## src/rtl/bits_pkg.sv

```systemverilog
// Shared constants for the bit-packer / bit-extractor FIFO path.
package bits_pkg;

    localparam int WORD_W  = 32;
    localparam int FIELD_W = 15;
    localparam int LEN_W   = 4;
    localparam int ACC_W   = WORD_W + FIELD_W;
    localparam int CNT_W   = 6;

    // Field lengths beyond FIELD_W are not legal; treat them as FIELD_W.
    function automatic logic [LEN_W-1:0] clamp_len(input logic [LEN_W-1:0] len);
        if (32'(len) > FIELD_W) begin
            return LEN_W'(FIELD_W);
        end
        return len;
    endfunction

endpackage

```

## src/rtl/bits_pack_align.sv

```systemverilog
// Masks a right-justified field to its length and places it directly below
// the cnt bits already held in the left-justified accumulator.
module bits_pack_align
    import bits_pkg::*;
(
    input  logic [FIELD_W-1:0] data,
    input  logic [LEN_W-1:0]   len,
    input  logic [CNT_W-1:0]   cnt,
    output logic [ACC_W-1:0]   aligned
);

    logic [FIELD_W-1:0] mask;
    logic [FIELD_W-1:0] field;
    logic [CNT_W-1:0]   shamt;

    // Field MSB lands at accumulator bit ACC_W-1-cnt; only meaningful while cnt < WORD_W.
    always_comb begin
        mask    = FIELD_W'((32'd1 << len) - 32'd1);
        field   = data & mask;
        shamt   = CNT_W'(ACC_W) - cnt - CNT_W'(len);
        aligned = ACC_W'(field) << shamt;
    end

endmodule

```

## src/rtl/bits_packer.sv

```systemverilog
// Packs 1..15-bit fields MSB-first into 32-bit words with downstream
// backpressure and a zero-padding end-of-stream flush.
module bits_packer
    import bits_pkg::*;
(
    input  logic               clock,
    input  logic               reset,
    input  logic               pushin,
    input  logic [LEN_W-1:0]   lenin,
    input  logic [FIELD_W-1:0] datain,
    input  logic               flushin,
    input  logic               fullin,
    output logic               readyout,
    output logic               pushout,
    output logic [WORD_W-1:0]  dataout,
    output logic               lastout
);

    localparam logic [CNT_W-1:0] WORD_CNT = CNT_W'(WORD_W);

    logic [ACC_W-1:0]  acc;
    logic [CNT_W-1:0]  cnt;
    logic              flush_pend;

    logic [LEN_W-1:0]  len_eff;
    logic              take;
    logic              flush_take;
    logic [ACC_W-1:0]  aligned;
    logic [ACC_W-1:0]  acc_app;
    logic [CNT_W-1:0]  ncnt;

    logic [ACC_W-1:0]  acc_nxt;
    logic [CNT_W-1:0]  cnt_nxt;
    logic              fp_nxt;
    logic              push_nxt;
    logic              last_nxt;
    logic [WORD_W-1:0] data_nxt;

    assign readyout   = (cnt < WORD_CNT) && !flush_pend;
    assign len_eff    = clamp_len(lenin);
    assign take       = pushin && readyout && (len_eff != '0);
    assign flush_take = flushin && readyout;

    bits_pack_align u_align (
        .data    (datain),
        .len     (len_eff),
        .cnt     (cnt),
        .aligned (aligned)
    );

    // Append step, then decide between emitting a full word, a flush word, or holding.
    always_comb begin
        acc_app  = take ? (acc | aligned) : acc;
        ncnt     = cnt + (take ? CNT_W'(len_eff) : '0);

        acc_nxt  = acc_app;
        cnt_nxt  = ncnt;
        fp_nxt   = flush_pend | flush_take;
        push_nxt = 1'b0;
        last_nxt = 1'b0;
        data_nxt = dataout;

        if (ncnt >= WORD_CNT) begin
            // A full word always goes out before any pending flush remainder.
            if (!fullin) begin
                push_nxt = 1'b1;
                data_nxt = acc_app[ACC_W-1 -: WORD_W];
                acc_nxt  = acc_app << WORD_W;
                cnt_nxt  = ncnt - WORD_CNT;
            end
        end else if (flush_pend) begin
            // No append can occur while flush_pend is set, so ncnt equals cnt here.
            if (cnt == '0) begin
                fp_nxt = 1'b0;
            end else if (!fullin) begin
                push_nxt = 1'b1;
                last_nxt = 1'b1;
                data_nxt = acc[ACC_W-1 -: WORD_W];
                acc_nxt  = '0;
                cnt_nxt  = '0;
                fp_nxt   = 1'b0;
            end
        end
    end

    // State and output registers; active-low reset discards any buffered bits.
    always_ff @(posedge clock) begin
        if (!reset) begin
            acc        <= '0;
            cnt        <= '0;
            flush_pend <= 1'b0;
            pushout    <= 1'b0;
            dataout    <= '0;
            lastout    <= 1'b0;
        end else begin
            acc        <= acc_nxt;
            cnt        <= cnt_nxt;
            flush_pend <= fp_nxt;
            pushout    <= push_nxt;
            dataout    <= data_nxt;
            lastout    <= last_nxt;
        end
    end

endmodule

```

## config.mk

```make
export PLATFORM = sky130hd
export DESIGN_NAME = bits_packer
export DESIGN_NICKNAME = d
export VERILOG_FILES = /design/src/rtl/bits_pkg.sv /design/src/rtl/bits_pack_align.sv /design/src/rtl/bits_packer.sv
export SDC_FILE = /design/constraint.sdc
export NUM_CORES = 1
export LEC_CHECK = 0
export BUFFER_PORTS_ARGS = -buffer_cell sky130_fd_sc_hd__clkbuf_2
export CELL_PAD_IN_SITES_DETAIL_PLACEMENT = 1
export CELL_PAD_IN_SITES_GLOBAL_PLACEMENT = 2
export CORE_ASPECT_RATIO = 2
export CORE_MARGIN = 2
export CORE_UTILIZATION = 35
export DETAILED_ROUTE_END_ITERATION = 7
export GPL_ROUTABILITY_DRIVEN = 0
export GPL_TIMING_DRIVEN = 0
export HOLD_SLACK_MARGIN = 0.1
export PLACE_DENSITY_LB_ADDON = 0.1
export SYNTH_ARGS = -nofsm -noshare
export SYNTH_HDL_FRONTEND = slang
export SYNTH_SLANG_ARGS = --single-unit
```

## constraint.sdc

```tcl
create_clock -name clock -period 4.9 [get_ports clock]
set_input_delay 0.98 -clock clock [delete_from_list [all_inputs] [get_ports clock]]
set_output_delay 0.98 -clock clock [all_outputs]
set_load 0.005 [all_outputs]
```

==> metrics.txt, run 1 <==
All-Layer GR Usage 0.2922; async set-reset flop share out of synthesis 0; final setup fails 0; CTS root buf clkbuf_16; vias per cell 6.149; Power Dens Cells 421.4 nW/um^2; initial core utilization 0.3592; detailed-placement wirelength estimate ~19000 um; clock tree sinks between 80 and 90; WL per Instance 24.68 um; Crit. End Element flop; Post-synth top flop dfxtp_1; total CTS buffers 9; Total Wirelength around 23000 um; worst setup path class primary input to flop; mapped cell area approximately 5300 um^2; vias in the first global route between 6000 and 7000; dpl cell area a little under 6000 um^2; met1 wire length 8436 um; Syn Nets ~720; total grt overflow 0; Met3 Wirelength 774 um; num ports slightly below 60; Slew headroom 0.2284; Tcrit/Tclk final 0.9618; Ys Warns 0; maxcap violations 0; worst-margin pin slew between 1 and 1.5 ns; initial DRC count about 220; Post-synth EDFFs 0; worst-skew pair later-pin latency 0.36 ns; Final Instance Area around 6300 um^2; Seq/Total Area, Yosys 0.3310; final hold slack about 0.46 ns; H-tree depth 3; status complete, no violations; Top Metal Used met4; core box area about 15000 um^2; CTS clk-pin slew, worst paths about 0.080 ns; CTS tree built; Max Root-Sink Buffers 2; Final min period roughly 4.7 ns; Cell variety after synth between 70 and 80; Slew Viols, Final 0; DRC errors left 0; post-route ant nets 0; Layout Skew between 0.01 and 0.015 ns; Final Hold Vio Count 0; register bit total from synthesis 88; Filler cells ~1900; via count roughly 5800; Die X approximately 91 um; Hold WC Path Type flop to flop; Port Buf Inserts 56; Pleak between 0.002 and 0.0025 uW; crit-path max FO 10; share of cells above drive strength 1 0.1585; Layout Nets ~790; initial antenna violation count 0; largest net degree at the start of global routing 17; Cells after Synth 675; crit start category primary input; # diodes 0; maximum vdd ir drop 0.2751 mV; Crit path required time just over 5 ns; num rows 63; DIE HEIGHT around 180 um; P&R area growth vs syn 17.44%; routed length on met2 around 12000 um; TritonRoute pass-1 iters 4; Max Clock Freq roughly 210 MHz; Setup Total Neg Slack 0 ns; die area about 16000 um^2; CP Data Arrival Time around 5.0 ns; syn_area_per_cell about 8 um^2; first-pass GRT wire length between 30000 and 40000 um
[final cells by class]
class,instances,area (um^2),area share
Buffer,49,210.2,0.03363
Clock buffer,9,225.2,0.03603
Clock inverter,7,76.32,0.01221
Inverter,22,82.58,0.01321
Multi-Input combinational cell,516,3341,0.5344
Sequential cell,88,1762,0.2818
Tap cell,195,244.0,0.03903
Timing Repair Buffer,60,310.3,0.04964
[logic make-up (layout without fill, tap and decap cells)]
family / Yosys count / count (layout) / share of synthesized area
simple gates: 215 / 215 / 0.1965
buf+inv: 71 / 147 / 0.05289
compound gates: 256 / 256 / 0.3232
mux: 19 / 19 / 0.03949
fa+ha+maj: 16 / 16 / 0.04043
xor+xnor: 10 / 10 / 0.01646
flops: 88 / 88 / 0.3310
[through the flow]
step           utilization  setup WS (ns)  std cells  power [uW]
2_1_floorplan            -         0.6771        675        1502
5_1_grt             0.4218      -0.009198        946        2759
4_1_cts             0.4160       0.005773        942        2593
3_3_place_gp        0.3945        -0.9071        926        1851
3_5_place_dp        0.3945         -1.018        926        1872
6_report            0.4218         0.1874        946        2634
[layer usage]
layer	vias up	global-route usage
met1	2875	0.2880
met2	177	0.5556
met5	-	0
met4	0	0.2077
met3	78	0.03380
li1	2687	-
[state kept, by name, summed over array words and instances, names as in the netlist]
| register | count |
|---|---|
| pushout | 1 |
| lastout | 1 |
| flush_pend | 1 |
| cnt | 6 |
| acc | 47 |
| dataout | 32 |
[path summary, 6_finish.rpt]
kind | start | end | slack (ns) | cells after the start
max reg2reg | cnt[5] | cnt[5] | 0.78 | 15
max | lenin[1] | dataout[16] | 0.19 | 13
min | dataout[12] | dataout[12] | 0.46 | 2
min reg2reg | dataout[12] | dataout[12] | 0.46 | 2
[placed cells by master, fill, tap and decap left out, types with 5 or more instances in the layout]
cell,instances
o31ai_1,5
buf_2,6
o211ai_1,11
o2bb2ai_1,6
a211oi_1,14
nand4_1,8
nor3_1,13
nand3b_1,6
a21oi_1,55
dfxtp_1,88
o32ai_1,6
mux2i_1,13
o22ai_1,11
a22oi_1,6
and2_1,5
inv_1,22
clkbuf_1,32
clkbuf_2,65
o21a_1,9
a221oi_1,5
xnor2_1,6
and3_1,8
a21o_1,18
nand2_1,35
o21ai_0,45
clkbuf_16,9
ha_1,14
nor2_1,80
nand3_1,29
a31oi_1,16
[critical path: stages]
cell and delay [ns]:
buf_6 0.11, clkbuf_1 0.33, inv_1 0.22, ha_1 0.34, ha_1 0.44, buf_2 0.31
mux2_2 0.39, a211oi_1 0.57, a41oi_1 0.22, mux2i_1 0.48, mux2i_2 0.24, a31oi_1 0.23
a21oi_1 0.09
[report_power, final]
group / internal, uW / switching (uW)
registers: 767 / 29.7
logic: 337 / 778
clock network: 400 / 323
[synthesized netlist by cell type (13+ instances only)]
library cell / count / area share
dfxtp_1: 88 / 0.33
a211oi_1: 14 / 0.020
a21oi_1: 55 / 0.052
nand3_1: 29 / 0.027
a21o_1: 18 / 0.025
nor3_1: 13 / 0.012
nor2_1: 81 / 0.057
clkbuf_1: 40 / 0.028
inv_1: 22 / 0.016
ha_1: 14 / 0.033
mux2i_1: 14 / 0.026
o21ai_0: 45 / 0.042
a31oi_1: 16 / 0.019
nand2_1: 37 / 0.026
[repair_timing]
item                       CTS  global route
pin swaps                    0             2
gates resized for setup      5            23
setup endpoints to repair   70            67
buffers inserted             0             4
hold buffers                 0             0
Note: power is estimated with default switching activity, not from simulation.
==> inputs of run 2 (changes only) <==
--- a/config.mk
+++ b/config.mk
@@ -10,7 +10,7 @@
 export CELL_PAD_IN_SITES_GLOBAL_PLACEMENT = 2
 export CORE_ASPECT_RATIO = 2
 export CORE_MARGIN = 2
-export CORE_UTILIZATION = 35
+export CORE_UTILIZATION = 36
 export DETAILED_ROUTE_END_ITERATION = 7
 export GPL_ROUTABILITY_DRIVEN = 0
 export GPL_TIMING_DRIVEN = 0
@@ -18,4 +18,5 @@
 export PLACE_DENSITY_LB_ADDON = 0.1
 export SYNTH_ARGS = -nofsm -noshare
 export SYNTH_HDL_FRONTEND = slang
+export SYNTH_HIERARCHICAL = 1
 export SYNTH_SLANG_ARGS = --single-unit
==> run 2 against run 1 <==
Routed wire length shrank 11%. Sequential cell count is the same. Die area grew 5.9%. Cell count grew 5.8%. Critical path type unchanged. Largest power group unchanged.
==> metrics.txt, run 2 <==
Post-synth top flop dfxtp_1 (unchanged); Post-synth EDFFs 0 (unchanged); Filler cells 1971 (was 1878); All-Layer GR Usage 0.2501 (was 0.2922); Pleak 0.002607 uW (was 0.002422 uW); GRT busiest layer met2 (unchanged); post-layout util 0.4243 (was 0.4218); first-pass GRT wire length 33130 um (was 35710 um); Total Wirelength 20840 um (was 23350 um); Crit. End Element flop (unchanged); Hold Crit Endpoint dataout[4] (was dataout[12]); worst setup path class primary input to flop (unchanged); initial antenna violation count 0 (unchanged); worst r2r src cnt[1] (was cnt[5]); most frequent cells in the layout dfxtp_1 (88), nor2_1 (83), a21oi_1 (70) (was dfxtp_1 (88), nor2_1 (80), clkbuf_2 (65)); WL per Instance 20.82 um (was 24.68 um); Slowest cell on crit path o22ai_1 (was a211oi_1); GR Util met3 0.02952 (was 0.03380); register bit total from synthesis 88 (unchanged); DRC errors left 0 (unchanged); sequential share of power 0.281 (was 0.302); RSZ-0062 raised after global routing false; sw frac 0.4217 (was 0.4291); R2R depth 13 (was 15); Cells after Synth 727 (was 675); switching power total 1180 uW (was 1130 uW); num ports 59 (unchanged); synth top area cells dfxtp_1 (30%), mux2i_1 (6.6%), a21oi_1 (6.1%) (was dfxtp_1 (33%), nor2_1 (5.7%), a21oi_1 (5.2%)); Final min period 4.726 ns (was 4.713 ns); Clock power frac 0.271 (was 0.275); share of cells above drive strength 1 0.1938 (was 0.1585); H-tree depth 3 (unchanged); Setup Total Neg Slack 0 ns (unchanged); CTS root buf clkbuf_16 (unchanged); worst-skew pair later-pin latency 0.35 ns (was 0.36 ns); Slew Viols, Final 0 (unchanged); # resized after CTS 2 (was 5); Crit path required time 5.18 ns (was 5.14 ns); initial core utilization 0.3680 (was 0.3592); Regs by FF count acc: 47 flops, dataout: 32 flops, cnt: 6 flops (unchanged); Hold WC Path Type flop to flop (unchanged); TritonRoute pass-1 iters 5 (was 4); worst-margin pin slew 0.7481 ns (was 1.149 ns); CTS tree built (unchanged); Max Clock Freq 211.6 MHz (was 212.2 MHz); Port Buf Inserts 57 (was 56); detailed-placement wirelength estimate 17340 um (was 18520 um); count leader, synth dfxtp_1 (unchanged); worst stage delay on the critical path 0.55 ns (was 0.57 ns); total CTS buffers 9 (unchanged); crit-path max FO 10 (unchanged); Yosys top cell area share 0.3034 (was 0.3310); Power Dens Cells 417.9 nW/um^2 (was 421.4 nW/um^2); Comb pwr share 0.447 (was 0.423); total grt overflow 0 (unchanged); post-route ant nets 0 (unchanged); via count 5760 (was 5817); synth cell count leaders dfxtp_1 (88), nor2_1 (83), a21oi_1 (71) (was dfxtp_1 (88), nor2_1 (81), a21oi_1 (55)); Final Hold Vio Count 0 (unchanged); Ys Warns 6 (was 0); Global Route met1 Usage 0.2316 (was 0.2880); crit start category primary input (unchanged); status complete, no violations (unchanged); global routing usage on met2 0.4886 (was 0.5556); CP delay by family, top compound AO/OA/AOI/OAI gates (unchanged); most common cell after layout, fill and taps aside dfxtp_1 (unchanged); cell taking the most area after synthesis dfxtp_1 (unchanged); Die X 93.81 um (was 91.20 um); Hold Path Depth 2 (unchanged); HP Start dataout[4] (was dataout[12]); Seq/Total Area, Yosys 0.3034 (was 0.3310); vias in the first global route 6211 (was 6168); DIE HEIGHT 183.6 um (was 178.4 um); syn_area_per_cell 7.987 um^2 (was 7.885 um^2); Cell variety after synth 81 (was 75); mapped cell area 5807 um^2 (was 5323 um^2); max reg flops 47 (unchanged); initial DRC count 250 (was 222); core box area 15780 um^2 (was 14820 um^2); Layout Skew 0.01087 ns (was 0.01137 ns); CTS clk-pin slew, worst paths 0.07 ns (was 0.08 ns); Tcrit/Tclk final 0.9645 (was 0.9618); final setup fails 0 (unchanged); P&R area growth vs syn 15.28% (was 17.44%); WP buf/inv 5 (was 4); Post-CTS Setup Bufs 0 (unchanged); die area 17220 um^2 (was 16270 um^2); Max Root-Sink Buffers 2 (unchanged); async set-reset flop share out of synthesis 0 (unchanged); num rows 65 (was 63); maxcap violations 0 (unchanged); cell-internal power 1618 uW (was 1504 uW); RR Endpoint dataout[8] (was cnt[5]); largest net degree at the start of global routing 17 (unchanged); Syn Nets 767 (was 715); Slew headroom 0.4974 (was 0.2284); maximum vdd ir drop 0.1908 mV (was 0.2751 mV); CP Data Arrival Time 5.01 ns (was 4.95 ns); final hold slack 0.4561 ns (was 0.4569 ns); worst path cell trace clkbuf_2 > buf_4 > buf_2 > inv_1 > ha_1 > ha_1 > clkbuf_1 > nand2b_1 > o2bb2ai_1 > nand2_1 > a21oi_1 > o21ai_0 > o22ai_1 > and3_1 > o21ai_0 > mux2i_1 (was buf_6 > clkbuf_1 > inv_1 > ha_1 > ha_1 > buf_2 > mux2_2 > a211oi_1 > a41oi_1 > mux2i_1 > mux2i_2 > a31oi_1 > a21oi_1); R2R setup slack 0.99 ns (was 0.78 ns); clock tree sinks 88 (unchanged); hold bufs inserted after CTS 0 (unchanged); vias per cell 5.754 (was 6.149); Design Power 2798 uW (was 2634 uW); Top reg by flops acc (unchanged); # diodes 0 (unchanged); Layout Nets 835 (was 786)
[run 2: cell types whose count changed after synthesis, moves of 10 or more]
cell and change:
nand3_1 -14, and3_1 +21, nand2_1 +27, mux2i_1 +24, buf_2 +10, o22ai_1 +20, clkbuf_1 -11, a21o_1 -15
a21oi_1 +16, a31oi_1 -13
[run 2: per-stage QoR]
stage | instance area, um^2 | setup WS [ns] | std cells
final | 6694 | 0.1742 | 1001
after CTS | 6671 | 0.01806 | 1001
after floorplan | 5807 | 0.8704 | 727
after detailed placement | 6344 | -0.4152 | 985
after global routing | 6694 | 0.01700 | 1001
after global placement | 6344 | -0.3395 | 985
[run 2: tightest hold or removal path, cell delays in order (launching register included)]
cell and delay, ns:
dfxtp_1 0.31, nand2_1 0.05, mux2i_1 0.05
[run 2: final cells by class]
class                           instances  area [um^2]  area share
Multi-Input combinational cell        560         3659      0.5465
Clock buffer                            9        225.2     0.03364
Timing Repair Buffer                   57        285.3     0.04262
Inverter                               21        78.83     0.01178
Clock inverter                          7        100.1     0.01495
Buffer                                 58        332.8     0.04972
Sequential cell                        88         1762      0.2632
Tap cell                              201        251.5     0.03757
[run 2: cells by family after synthesis]
logic type      count (synthesis)  share of synthesized area
compound gates                235                     0.2709
xor+xnor                       10                    0.01638
fa+ha+maj                      16                    0.03706
buf+inv                        79                    0.06960
flops                          88                     0.3034
mux                            45                    0.08253
simple gates                  254                     0.2202
[run 2: power groups by stage]
stage / clock, uW / sequential, uW / combinational, uW
2_1_floorplan: 0 / 795 / 839
3_3_place_gp: 0 / 800 / 1200
3_5_place_dp: 0 / 803 / 1220
4_1_cts: 772 / 787 / 1220
5_1_grt: 808 / 793 / 1350
6_report: 759 / 787 / 1250
[run 2: layer usage]
layer / up-vias / wire length [um]
met5: - / 0
met4: 0 / 1459
met3: 67 / 523
met2: 138 / 11750
met1: 2780 / 7107
li1: 2775 / -
[run 2: how the worst max path moves through the flow]
stage	startpoint	end	slack, ns	depth (start not counted)
after floorplan	lenin[1]	dataout[19]	0.87	17
after global placement	lenin[1]	dataout[10]	-0.34	16
after detailed placement	lenin[1]	dataout[10]	-0.42	16
after CTS	lenin[1]	dataout[17]	0.02	17
after global routing	lenin[1]	dataout[8]	0.02	18
final	lenin[1]	dataout[8]	0.17	16
